$ cat src/rtl/divide_3_if.sv
// Request/result bundle for the word-serial divide-by-3 stage.
// The master issues start/in, and the slave returns out/done.
interface divide_3_if #(
  parameter int N = 128
);
  logic         start;
  logic [N-1:0] in;
  logic [N-1:0] out;
  logic         done;

  modport master (output start, output in, input out, input done);
  modport slave  (input start, input in, output out, output done);
endinterface

$ cat src/rtl/divide_3.sv
// Exact division by 3 modulo 2^N, using word-serial Hensel division (least significant word first).
// One W-bit word is processed per cycle. The only multiplier is by the constant 3^-1 mod 2^W.
module divide_3 #(
  parameter int N = 128,
  parameter int W = 32
) (
  input  logic       clk,
  input  logic       rst,
  divide_3_if.slave  bus
);
  localparam int NW = N / W;
  localparam int CW = (NW > 1) ? $clog2(NW) : 1;

  // Newton iteration for 3^-1 mod 2^W; each step doubles the number of correct low bits.
  function automatic logic [W-1:0] inv3_f();
    logic [W-1:0] x;
    x = W'(3);
    for (int i = 0; i < 6; i++) x = x * (W'(2) - W'(3) * x);
    return x;
  endfunction

  localparam logic [W-1:0] INV3 = inv3_f();

  typedef enum logic [1:0] {S_IDLE, S_RUN, S_DONE} state_t;

  state_t        r_state;
  logic [N-1:0]  r_opnd;
  logic [N-1:0]  r_acc;
  logic [N-1:0]  r_out;
  logic [1:0]    r_brw;
  logic [CW-1:0] r_cnt;
  logic          r_done;

  logic [W-1:0]  w_a;
  logic [W-1:0]  w_brw_ext;
  logic [W-1:0]  w_t;
  logic          w_b1;
  logic [W-1:0]  w_q;
  logic [W+1:0]  w_q3;
  logic [1:0]    w_brw_next;
  logic [N-1:0]  w_acc_next;
  logic          w_last;

  assign w_a        = r_opnd[W-1:0];
  assign w_brw_ext  = {{(W-2){1'b0}}, r_brw};
  assign w_t        = w_a - w_brw_ext;
  assign w_b1       = (w_a < w_brw_ext);
  assign w_q        = w_t * INV3;
  assign w_q3       = {2'b00, w_q} + {1'b0, w_q, 1'b0};
  // The new borrow is b1 plus the high part of 3*q. This sum never exceeds 2.
  assign w_brw_next = 2'(w_q3 >> W) + {1'b0, w_b1};
  assign w_acc_next = (r_acc >> W) | (N'(w_q) << (N - W));
  assign w_last     = (r_cnt == CW'(NW - 1));

  // NOTE: all state uses non-blocking assignments, so every register samples pre-edge values.
  always_ff @(posedge clk) begin
    if (rst) begin
      r_state <= S_IDLE;
      r_out   <= '0;
      r_done  <= 1'b0;
      r_brw   <= '0;
      r_cnt   <= '0;
    end else begin
      case (r_state)
        S_IDLE, S_DONE: begin
          if (bus.start) begin
            r_opnd  <= bus.in;
            r_acc   <= '0;
            r_brw   <= '0;
            r_cnt   <= '0;
            r_done  <= 1'b0;
            r_state <= S_RUN;
          end
        end
        S_RUN: begin
          r_opnd <= r_opnd >> W;
          r_acc  <= w_acc_next;
          r_brw  <= w_brw_next;
          r_cnt  <= r_cnt + CW'(1);
          if (w_last) begin
            r_out   <= w_acc_next;
            r_done  <= 1'b1;
            r_state <= S_DONE;
          end
        end
        default: r_state <= S_IDLE;
      endcase
    end
  end

  assign bus.out  = r_out;
  assign bus.done = r_done;
endmodule

$ cat src/flat_wrapper.sv
// flat-port wrapper written by rule: the top's interface ports become plain ports
module divide_3_flat 
#(
  parameter int N = 128,
  parameter int W = 32
)
  (clk, rst, bus_start, bus_in, bus_out, bus_done);
  divide_3_if #(.N(N)) bus_i ();
  input  logic clk;
  input  logic rst;
  input wire logic [$bits(bus_i.start)-1:0] bus_start;
  input wire logic [$bits(bus_i.in)-1:0] bus_in;
  output wire logic [$bits(bus_i.out)-1:0] bus_out;
  output wire logic [$bits(bus_i.done)-1:0] bus_done;
  assign bus_i.start = bus_start;
  assign bus_i.in = bus_in;
  assign bus_out = bus_i.out;
  assign bus_done = bus_i.done;
  divide_3 #(.N(N), .W(W)) u_core (.clk(clk), .rst(rst), .bus(bus_i));
endmodule
$ cat config.mk
export PLATFORM = sky130hd
export DESIGN_NAME = divide_3_flat
export DESIGN_NICKNAME = d
export VERILOG_FILES = /design/src/rtl/divide_3_if.sv /design/src/rtl/divide_3.sv /design/src/flat_wrapper.sv
export SDC_FILE = /design/constraint.sdc
export NUM_CORES = 1
export LEC_CHECK = 0
export ABC_AREA = 1
export BUFFER_PORTS_ARGS = -buffer_cell sky130_fd_sc_hd__buf_2
export CAP_MARGIN = 0
export CORE_ASPECT_RATIO = 2
export CORE_UTILIZATION = 50
export DETAILED_ROUTE_END_ITERATION = 10
export PLACE_DENSITY = 0.66
export SYNTH_ARGS = -nofsm -noshare
export SYNTH_HDL_FRONTEND = slang
export SYNTH_SLANG_ARGS = --single-unit
$ cat constraint.sdc
create_clock -name clk -period 15.6 [get_ports clk]
set_input_delay 1.56 -clock clk [delete_from_list [all_inputs] [get_ports clk]]
set_output_delay 1.56 -clock clk [all_outputs]
set_load 0.1 [all_outputs]
=== Word level (Yosys, flattened, before mapping) ===
Cells that the tools add are included.

* Add/sub/neg operators: 4
* Multipliers: 1
* Order comparisons: 1
* Equal/unequal tests: 5
* Mux-type cells: 13
* Bitwise gates (word level): 2
* Reduce and logical (&&, ||, !) cells: 8

{| class="wikitable"
|+ Operators with widths
! cell !! count
|-
| 128-bit case mux with 2 select lines || 2
|-
| 128-bit two-way mux || 2
|-
| 96-bit by 128-bit OR with 128-bit output || 1
|-
| 32-bit by 33-bit adder with 34-bit output || 1
|-
| 32-bit by 2-bit less-than comparator with 1-bit output || 1
|-
| 32-bit by 32-bit multiplier with 32-bit output (second input constant) || 1
|-
| 32-bit by 2-bit subtractor with 32-bit output || 1
|-
| 2-bit case mux with 2 select lines || 3
|-
| 2-bit two-way mux || 3
|-
| 2-bit AND reduction || 3
|-
| 3-bit AND reduction || 2
|-
| 2-bit == test (second input constant) || 2
|-
| 2-bit by 1-bit adder with 2-bit output || 1
|-
| 2-bit by 1-bit adder with 2-bit output (second input constant) || 1
|-
| 2-bit by 1-bit == test with 1-bit output (second input constant) || 1
|-
| 2-bit logical NOT || 1
|-
| 1-bit two-way mux || 2
|-
| 2-bit by 1-bit != test with 1-bit output (second input constant) || 1
|-
| 2-bit != test (second input constant) || 1
|-
| 1-bit case mux with 2 select lines || 1
|-
| 2-bit nonzero test || 1
|-
| 2-bit OR reduction || 1
|-
| 1-bit NOT || 1
|}

* Register bits after elaboration: 391
* Input bits: 131

=== Longest topological paths before layout ===
* Depth after elaboration: 5
* Depth in mapped cells: 53
* Gate-level depth less buffers: 53

=== Worst setup path after synthesis ===
No wires, ideal clock.

* Path type: in2reg
* Start point: in rst
* End point: reg u_core.r_acc[100] (enable)
* Setup time: 811 ps
* Arrival time: 11,271 ps
* Slack: 3,518 ps
* Stages: 3
* Path buffers: 2
* Cell sequence: clkbuf_1 > clkbuf_1 > nor2_1

* Word-level cells in the longest chain between the ends: 2

{| class="wikitable"
|+ RTL lines
! item !! RTL line !! source
|-
| start, declared || flat_wrapper.sv:10 || <nowiki>input logic rst;</nowiki>
|-
| 1-bit NOT (no line) || n/a ||
|-
| 3-bit AND reduction (no line) || n/a ||
|-
| end signal, assigned || divide_3.sv:77 || <nowiki>r_acc <= w_acc_next;</nowiki>
|-
| end, declared || divide_3.sv:28 || <nowiki>logic [N-1:0] r_acc;</nowiki>
|}

Every way passes these cells.
A chain may end at the register's enable or synchronous reset.

=== Worst setup path after layout ===
* Start point: reg u_core.r_opnd[0]
* End point: reg u_core.r_brw[1]

* Word-level cells in the longest chain between the ends: 5

{| class="wikitable"
|+ RTL lines
! item !! RTL line !! source
|-
| start, declared || divide_3.sv:27 || <nowiki>logic [N-1:0] r_opnd;</nowiki>
|-
| start signal, assigned || divide_3.sv:67 || <nowiki>r_opnd <= bus.in;</nowiki>
|-
| start signal, assigned || divide_3.sv:76 || <nowiki>r_opnd <= r_opnd >> W;</nowiki>
|-
| 32-bit by 2-bit subtractor with 32-bit output || divide_3.sv:46 || <nowiki>assign w_t = w_a - w_brw_ext;</nowiki>
|-
| 32-bit by 32-bit multiplier with 32-bit output || divide_3.sv:48 || <nowiki>assign w_q = w_t * INV3;</nowiki>
|-
| 32-bit by 33-bit adder with 34-bit output || divide_3.sv:49 || <nowiki>assign w_q3 = {2'b00, w_q} + {1'b0, w_q, 1'b0};</nowiki>
|-
| 2-bit by 1-bit adder with 2-bit output * || divide_3.sv:51 || <nowiki>assign w_brw_next = 2'(w_q3 >> W) + {1'b0, w_b1};</nowiki>
|-
| 2-bit case mux with 2 select lines * || divide_3.sv:64 || <nowiki>case (r_state)</nowiki>
|-
| end signal, assigned || divide_3.sv:78 || <nowiki>r_brw <= w_brw_next;</nowiki>
|-
| end, declared || divide_3.sv:30 || <nowiki>logic [1:0] r_brw;</nowiki>
|}

Every way passes the cells marked *; elsewhere a longest branch is shown, timed or not.

==> metrics.md <==
| Metric | Value |
|---|---|
| Status | `completed` |
| Post-Route WL | `roughly 75,000 um` |
| Filler cell count | `between 4,000 and 5,000` |
| Max Slew Vio Count | `0` |
| Gpl congestion | `1.097` |
| Crit start category | `flop` |
| Drt wl/cell | `20.08 um` |
| Reg-to-reg endpoint | `u_core.r_brw[1]$_SDFFE_PP0P_` |
| R2R Path Start | `u_core.r_opnd[0]$_DFFE_PP_` |
| Setup repair bufs after CTS | `0` |
| Syn Nets | `between 3,000 and 4,000` |
| H-tree Lvls | `1` |
| Storage cell area | `9429 um2` |
| CP Class | `flop to flop` |
| R2r worst-path depth | `45` |
| Area growth from synthesis to layout | `12.01%` |
| Commonest non-fill, non-tap cells in the layout | `nand2_1 (756), inv_1 (582), nor2_1 (270)` |
| Final #Nets | `3,583` |
| CP max stage delay | `780 ps` |
| CTS Sinks | `359` |
| Area of the multi-input gates | `12,550 um2` |
| Die Ht | `between 300 and 400 um` |
| Initial DRC Count | `881` |
| Vias in the first global route | `19,443` |
| Met2 Use GR | `58.98%` |
| First-pass GRT wire length | `about 110,000 um` |
| HP Start | `u_core.bus.out[45]$_SDFFE_PP0P_` |
| Worst Tran Pin Value | `~1100 ps` |
| Crit path time final | `10,370 ps` |
| GR peak layer | `met2` |
| F_max | `between 0.09 and 0.1 GHz` |
| Core area | `48,350 um2` |
| Worst hold path type | `flop to flop` |
| Final setup TNS | `0 ps` |
| Most Frequent Cell on Critical Path | `ha_1` |
| Most common cell after layout, fill and taps aside | `nand2_1` |
| Overflow after GRT | `0` |
| Clock skew | `19.20 ps` |
| Clock-pin slew on the worst setup and hold paths | `approximately 70 ps` |
| Global Route Usage Sum | `30.63%` |
| Max_slew headroom | `about a quarter` |
| Met1 Use GR | `24.60%` |
| Antenna Nets Post-Route | `0` |
| Hold Slack | `approximately 460 ps` |
| Met3 track demand over resource | `4.412%` |
| Initial antenna violation count | `0` |
| Row cnt | `114` |
| Largest net degree at the start of global routing | `between 100 and 150` |
| Register area share after synthesis | `38.53%` |
| Ant. Diodes | `0` |
| Initial core utilization | `around 50%` |
| CP Data Required Time | `16,160 ps` |
| Via density | `5.035` |
| Tcrit/Tclk final | `around two thirds` |
| Routed via count | `18,769` |
| Hold EP | `u_core.bus.out[45]$_SDFFE_PP0P_` |
| Port bufs | `259` |
| Final hold violation count | `0` |
| Clk root buf | `clkbuf_16` |
| Unique masters post-synth | `42` |
| Arrival time at the worst endpoint | `approximately 11,000 ps` |
| Warnings, synthesis | `0` |
| Clock Latency Late Sink | `just over 600 ps` |
| Residual DRC count | `0` |
| Maximum clock insertion buffer count | `3` |
| Share of cells above drive strength 1 | `about an eighth` |
| CP max-delay cell | `xor2_1` |
| Max-cap violations | `0` |
| # setup viols final | `0` |
| Cell area after synthesis | `24,470 um2` |
| Post-layout util | `56.69%` |
| Die ar. | `roughly 50,000 um2` |
| Synth Area per Inst | `8.633 um2` |
| CP Capture Type | `flop` |
| Post-placement setup slack | `roughly 5500 ps` |
| I/O pins | `260` |
| First drt pass iteration count | `8` |
| CP Max Fanout | `5` |
| Reg2reg setup slack | `approximately 5200 ps` |
| Post-CTS Resized | `0` |
| PnR worst setup slack | `between 5000 and 6000 ps` |
| CTS tree | `yes` |
| RSZ-0062 raised after global routing | `false` |
| Die width | `158.4 um` |
| FF+latch count, synth | `359` |
| Post-cts hold buffer count | `0` |
| Hold Crit Depth | `2` |
| Detailed placement HPWL | `60,210 um` |
| CTS Buf Count | `31` |
| Post-Syn Instances | `between 2,000 and 3,000` |
## synthesized netlist by cell type
master | number | area, um2
a211oi_1 | 1 | 7.510
a21boi_0 | 3 | 22.52
a21o_1 | 1 | 7.510
a21oi_1 | 121 | 605.6
a22oi_1 | 1 | 7.510
a31oi_1 | 1 | 6.260
a32o_1 | 1 | 10.01
and2_1 | 1 | 6.260
and2_4 | 1 | 8.760
buf_1 | 1 | 3.750
buf_2 | 1 | 5.000
buf_6 | 1 | 11.26
clkbuf_1 | 75 | 281.5
clkinv_1 | 2 | 7.510
dfxtp_1 | 135 | 2703
edfxtp_1 | 224 | 6726
fa_1 | 181 | 3623
ha_1 | 206 | 2577
inv_1 | 582 | 2185
inv_2 | 5 | 18.77
nand2_1 | 756 | 2838
nand2_2 | 12 | 75.07
nand2_4 | 1 | 11.26
nand3_1 | 53 | 265.3
nand3_2 | 6 | 60.06
nand3b_1 | 9 | 67.56
nand4_1 | 17 | 106.4
nor2_1 | 273 | 1025
nor2_2 | 7 | 43.79
nor2_8 | 1 | 20.02
nor3_1 | 7 | 35.03
nor3_4 | 1 | 16.27
nor4_1 | 4 | 25.02
o211ai_1 | 16 | 120.1
o21a_1 | 3 | 22.52
o21ai_0 | 54 | 270.3
o21ai_1 | 2 | 10.01
o21bai_1 | 1 | 7.510
or2_2 | 1 | 6.260
xnor2_1 | 25 | 219.0
xor2_1 | 40 | 350.3
xor2_4 | 2 | 55.05
## metrics by stage
stage | instances | instance area (um2)
2_1_floorplan | 2835 | 24470
3_3_place_gp | 3670 | 26420
3_5_place_dp | 3670 | 26420
4_1_cts | 3728 | 27410
5_1_grt | 3728 | 27410
6_report | 3728 | 27410
## state kept, by name (all words and copies together) (netlist names)
| signal | cells |
|---|---|
| u_core.r_brw | 2 |
| u_core.r_opnd | 128 |
| u_core.r_state | 2 |
| u_core.r_cnt | 2 |
| u_core.bus.out | 128 |
| u_core.r_acc | 96 |
| u_core.bus.done | 1 |
## cells by family (layout without fill, tap and decap cells)
logic type / Yosys count / count (layout) / share of synthesized area (%)
and+or+nand+nor: 1150 / 1150 / 18.83
buffers and inverters: 667 / 922 / 10.27
adders and majority gates: 387 / 387 / 25.34
DFF: 359 / 359 / 38.53
AOI/OAI and AO/OA: 205 / 205 / 4.484
xor gates and xnor gates: 67 / 67 / 2.551
## worst max-delay path: cells and delay by family (launching register included)
family,cells,cell delay [ps]
fa+ha+maj,12,4000
buf+inv,7,480
flops,1,370
compound gates,8,1250
xor+xnor,3,1750
simple gates,15,2460
## layer usage
metal / part of all wire, % / routed length, um / vias to the layer above
li1: - / - / 9150
met1: 29 / 22030 / 8786
met2: 54 / 40530 / 585
met3: 4.5 / 3340 / 248
met4: 12 / 8968 / 0
met5: 0 / 0 / -
## layout make-up
cell class                 count  share of cell area [%]
clock buffer                  44                   3.236
tap                          638                   2.912
inverter                     589                   8.088
timing repair buffer         275                   5.176
multi-input combinational   1809                   45.80
sequential                   359                   34.40
clock inverter                14                  0.3971
## worst max path at each step
stage	startpoint	to	slack, ps	depth (start not counted)
global route	u_core.r_opnd[0]$_DFFE_PP_	u_core.r_brw[1]$_SDFFE_PP0P_	4650	45
floorplan	rst	u_core.r_acc[100]$_SDFFCE_PN0P_	3520	3
finish	u_core.r_opnd[0]$_DFFE_PP_	u_core.r_brw[1]$_SDFFE_PP0P_	5230	45
detailed placement	u_core.r_opnd[0]$_DFFE_PP_	u_core.r_brw[1]$_SDFFE_PP0P_	5460	45
CTS	u_core.r_opnd[0]$_DFFE_PP_	u_core.r_brw[1]$_SDFFE_PP0P_	5440	45
global placement	u_core.r_opnd[0]$_DFFE_PP_	u_core.r_brw[1]$_SDFFE_PP0P_	5430	45
Power is left out: the tool's default activity adds up to more than one toggle a clock period on the data nets, which glitch-free logic cannot reach.
